<file path="config.mk">
export PLATFORM = sky130hd
export DESIGN_NAME = alu_arbiter
export DESIGN_NICKNAME = d
export VERILOG_FILES = /design/src/rtl/alu_arbiter.sv
export SDC_FILE = /design/constraint.sdc
export NUM_CORES = 1
export LEC_CHECK = 0
export CORE_MARGIN = 10
export CORE_UTILIZATION = 34
export DETAILED_ROUTE_END_ITERATION = 8
export GPL_TIMING_DRIVEN = 0
export PLACE_DENSITY = 0.82
export RECOVER_POWER = 50
export SKIP_LAST_GASP = 1
export SLEW_MARGIN = 20
export SYNTH_ARGS = -nofsm -noshare
export SYNTH_HDL_FRONTEND = slang
export SYNTH_SLANG_ARGS = --single-unit
export TNS_END_PERCENT = 100
</file>
<file path="constraint.sdc">
create_clock -name clk -period 1.4 [get_ports clk]
set_input_delay 0.21 -clock clk [delete_from_list [all_inputs] [get_ports clk]]
set_output_delay 0.21 -clock clk [all_outputs]
set_load 0.005 [all_outputs]
</file>
<file path="src/rtl/alu_arbiter.sv">
// alu_arbiter: round-robin arbiter sharing one combinational ALU between two requesters
module alu_arbiter #(
   parameter int WIDTH = 6
) (
   input  logic             clk,
   input  logic             reset,
   input  logic             req0,
   input  logic             req1,
   input  logic [WIDTH-1:0] a0,
   input  logic [WIDTH-1:0] b0,
   input  logic [WIDTH-1:0] a1,
   input  logic [WIDTH-1:0] b1,
   input  logic [2:0]       sel0,
   input  logic [2:0]       sel1,
   output logic [WIDTH-1:0] alu_a,
   output logic [WIDTH-1:0] alu_b,
   output logic [2:0]       alu_sel,
   input  logic [WIDTH-1:0] alu_z,
   input  logic             alu_ovf,
   input  logic             alu_cout,
   output logic             gnt0,
   output logic             gnt1,
   output logic             done0,
   output logic             done1,
   output logic [WIDTH-1:0] result,
   output logic             ovf,
   output logic             cout,
   output logic             busy
);
   typedef enum logic [1:0] {IDLE, GRANT, DONE} state_t;
   state_t           state_q, state_d;
   logic [WIDTH-1:0] alu_a_q, alu_a_d, alu_b_q, alu_b_d, result_q, result_d;
   logic [2:0]       alu_sel_q, alu_sel_d;
   logic [1:0]       gnt_q, gnt_d, done_q, done_d;
   logic             ovf_q, ovf_d, cout_q, cout_d, last_q, last_d, win;
   // on a tie the requester not granted last wins
   assign win = (req0 & req1) ? ~last_q : req1;
   always_comb begin
      state_d   = state_q;
      alu_a_d   = alu_a_q;
      alu_b_d   = alu_b_q;
      alu_sel_d = alu_sel_q;
      gnt_d     = gnt_q;
      done_d    = 2'b00;
      result_d  = result_q;
      ovf_d     = ovf_q;
      cout_d    = cout_q;
      last_d    = last_q;
      case (state_q)
         IDLE: if (req0 | req1) begin
            alu_a_d   = win ? a1 : a0;
            alu_b_d   = win ? b1 : b0;
            alu_sel_d = win ? sel1 : sel0;
            gnt_d     = win ? 2'b10 : 2'b01;
            last_d    = win;
            state_d   = GRANT;
         end
         GRANT: begin
            result_d = alu_z;
            ovf_d    = alu_ovf;
            cout_d   = alu_cout;
            done_d   = gnt_q;
            state_d  = DONE;
         end
         DONE: begin
            gnt_d   = 2'b00;
            state_d = IDLE;
         end
         default: state_d = IDLE;
      endcase
   end
   always_ff @(posedge clk or posedge reset) begin
      if (reset) begin
         state_q   <= IDLE;
         alu_a_q   <= '0;
         alu_b_q   <= '0;
         alu_sel_q <= '0;
         gnt_q     <= '0;
         done_q    <= '0;
         result_q  <= '0;
         ovf_q     <= 1'b0;
         cout_q    <= 1'b0;
         last_q    <= 1'b1;
      end else begin
         state_q   <= state_d;
         alu_a_q   <= alu_a_d;
         alu_b_q   <= alu_b_d;
         alu_sel_q <= alu_sel_d;
         gnt_q     <= gnt_d;
         done_q    <= done_d;
         result_q  <= result_d;
         ovf_q     <= ovf_d;
         cout_q    <= cout_d;
         last_q    <= last_d;
      end
   end
   assign alu_a   = alu_a_q;
   assign alu_b   = alu_b_q;
   assign alu_sel = alu_sel_q;
   assign gnt0    = gnt_q[0];
   assign gnt1    = gnt_q[1];
   assign done0   = done_q[0];
   assign done1   = done_q[1];
   assign result  = result_q;
   assign ovf     = ovf_q;
   assign cout    = cout_q;
   assign busy    = state_q != IDLE;
endmodule

</file>
==> metrics.md <==
| Metric | Value |
|---|---|
| Largest net degree at the start of global routing | 31 |
| Drt wl/cell | between 15 and 20 um |
| DR vias | 1214 |
| CTS Root Cell | clkbuf_8 |
| Htree depth | 2 |
| 1st-iter DRT viols | 68 |
| Post-Syn Area | between 0.001 and 0.0015 mm^2 |
| Crit-path max FO | 5 |
| Top-area cell type share of the netlist area | around three fifths |
| Worst setup EP type | flip-flop |
| Leak | around 1.1 nW |
| Slowest cell delay on critical path | ~0.57 ns |
| Placed Cells | ~230 |
| Final wirelength | roughly 4.3 mm |
| Crit share post-route | 102.1% |
| RSZ-0062 raised after global routing | yes |
| Fin nets | about 240 |
| Library cells used by synthesis | 19 |
| Post-synthesis sequential area ratio | between 60 and 70% |
| # DRC | 0 |
| Hold crit path type | in2async |
| Vias in the first global route | between 1000 and 1500 |
| P&R area growth vs syn | 77.58% |
| Clock Path Buffers | 2 |
| Syn_area_per_cell | around 11 um^2 |
| Total core area | between 0.003 and 0.004 mm^2 |
| Gr usage total | around an eighth |
| Hpwl dp | 3.134 mm |
| Port Buffer Count | around 70 |
| Failing checks | negative setup slack |
| GRT overflow | 0 |
| Required @ worst endpoint | between 1.5 and 2 ns |
| Pins Over Slew Limit | 0 |
| Util after Layout | between 60 and 70% |
| DRT Pass-1 Iters | 4 |
| CTS clk-pin slew, worst paths | approximately 0.070 ns |
| Max_slew headroom | around three fifths |
| Initial Util | 36.31% |
| Most frequent cell after synthesis | dfrtp_1 |
| FILL cells | about 280 |
| Tightest Pin Transition | around 0.6 ns |
| Die area | around 0.0065 mm^2 |
| CP Class | reg2reg |
| Avg Vias per Cell | approximately 5 |
| Worst reg2reg setup slack | -0.03 ns |
| YS warnings | 0 |
| Final Hold Viols | 0 |
| Arr. time, crit path | 1.64 ns |
| Async S/R FF share, synth | 100.0% |
| Post-Layout Cell Count | about 240 |
| Layout cells sized above 1 | 17.17% |
| Ys flop type | dfrtp_1 |
| Die width | ~81 um |
| Top-level I/O count | 70 |
| Crit. Startpoint | last_q |
| Crit Reg-Reg Endpoint | alu_b[0] |
| Synth Register Bits | 30 |
| Length in cells of the worst reg-to-reg path | 4 |
| Critical Path Sink | alu_b[0] |
| Final worst setup slack | -0.02992 ns |
| Max-Cap Viols | 0 |
| Crit-path cells | inv_2 > a2111oi_4 > buf_4 > a221o_1 |
| Synth cell count leaders | 29 x dfrtp_1, 26 x nand2_1, 15 x a221o_1, 15 x and3_1, 5 x inv_1 |
| Die height | approximately 81 um |
| Cell taking the most area after synthesis | dfrtp_1 |
| Antenna violations before repair | 0 |
| RR Startpoint | last_q |
| Detail Route Antenna Nets | 0 |
| CTS tree | yes |
| Net count after synthesis | around 150 |
| First-pass GRT wire length | about 6.5 mm |
| Final Skew | a little under 0.006 ns |
| Status | finished with violations |
| Slowest stage cell, crit path | dfstp_2 |
| Final setup fails | 15 |
| Max frequency | between 0.6 and 0.7 GHz |
| Worst-Skew Late Latency | 0.27 ns |
| Min Tclk post-route | around 1.4 ns |
| Synth area leaders | dfrtp_1 58%, a221o_1 12%, nand2_1 7.8%, and3_1 7.5%, a2111oi_4 2.2% |
| Startpoint Class | flip-flop |
| Sink Count | 30 |
| ANT cells | 0 |
| Peak VDD IR | between 0.8 and 0.9 mV |
| GP Congestion | ~0.77 |
| Syn Inst Count | ~110 |
| Num CTS Buffers | 5 |
| Post-synth EDFFs | 0 |
| PwrDens | around 2100 mW/mm^2 |
| Num rows | 21 |
[layout make-up]
class	instances	area, um^2	share of cell area, %
Timing Repair Buffer	79	762.0	34.33
Sequential cell	30	754.5	33.99
Multi-Input combinational cell	69	462.9	20.86
Clock buffer	7	86.33	3.890
Buffer	6	68.82	3.100
Tap cell	46	57.56	2.593
Inverter	6	22.52	1.015
Clock inverter	1	5.005	0.2255
[timing repair]
| action | 4_1_cts | 5_1_grt |
|---|---|---|
| buffers inserted | 8 | 2 |
| hold endpoints to repair | 0 | 0 |
| resized for setup | 19 | 9 |
| pin swaps | 2 | 3 |
| setup endpoints to repair | 29 | 30 |
| hold buffers | 0 | 0 |
[per-layer routing]
metal	wire (um)	vias to the layer above	global-route usage, %
met1	1740	601	14.54
met4	83	0	5.458
met5	0	-	0
met3	253	7	3.229
met2	2177	44	22.61
li1	-	562	-
[per-stage QoR]
step                hold WS [ns]  setup slack (ns)  setup TNS [ns]  cell area, um^2  power (mW)
global route              0.4641          -0.08997          -1.084             2220       4.975
CTS                       0.4591          -0.02179        -0.07041             2203       4.679
detailed placement        0.4658           -0.5335          -15.21             2003       3.654
floorplan                 0.3001          0.009057               0             1255       2.445
finish                    0.4646          -0.02992         -0.2718             2220       4.685
global placement          0.4574           -0.4400          -12.33             2003       3.549
[sequential cells by signal, summed over array words and instances (netlist names)]
signal,count
state_q,2
ovf,1
result,6
alu_b,6
last_q,1
cout,1
done_q,2
alu_a,6
alu_sel,3
gnt_q,2
[critical path: cells and delay by family (launching register included)]
kind,cells,cell delay [ns]
AO/OA/AOI/OAI,2,0.52
buffers and inverters,2,0.27
flip-flops,1,0.57
[worst min-delay path by stage]
stage	from	end	slack [ns]	depth (start not counted)
2_1_floorplan	reset	alu_a[0]	0.30	1
4_1_cts	alu_z[3]	result[3]	0.46	3
3_3_place_gp	result[5]	result[5]	0.46	2
5_1_grt	alu_z[2]	result[2]	0.46	3
3_5_place_dp	result[1]	result[1]	0.47	2
6_report	reset	result[5]	0.46	2
[layout by cell type, fill, tap and decap left out]
cell type        netlist  final
a2111oi_4              1      1
a21boi_4               0      1
a21oi_1                1      1
a221o_1               15     15
and2_1                 2      2
and3_1                15     15
buf_4                  0     10
buf_6                  1      4
clkbuf_1               3      1
clkbuf_2               0      1
clkbuf_8               0      8
clkdlybuf4s25_1        0      4
clkdlybuf4s50_1        0     61
clkinv_2               0      1
dfrtp_1               29     27
dfrtp_2                0      2
dfstp_2                1      1
dlygate4sd2_1          0      2
dlygate4sd3_1          0      1
inv_1                  5      3
inv_2                  1      3
nand2_1               26     26
nand2b_1               2      2
nor2_1                 2      2
nor2_4                 0      1
o21ai_0                2      2
o21ai_4                0      1
[power by group]
part,internal (mW),total (mW),switching [mW]
combinational,1.46,2.42,0.960
sequential,1.30,1.56,0.254
clock,0.396,0.708,0.313
[cell families after synthesis]
kind of cell           Yosys count  share of synthesized area, %
and+or+nand+nor                 48                         18.42
DFF                             30                         60.16
AOI/OAI and AO/OA               21                         17.02
buffers and inverters           12                         4.404
Note: power is estimated with default switching activity, not from simulation.
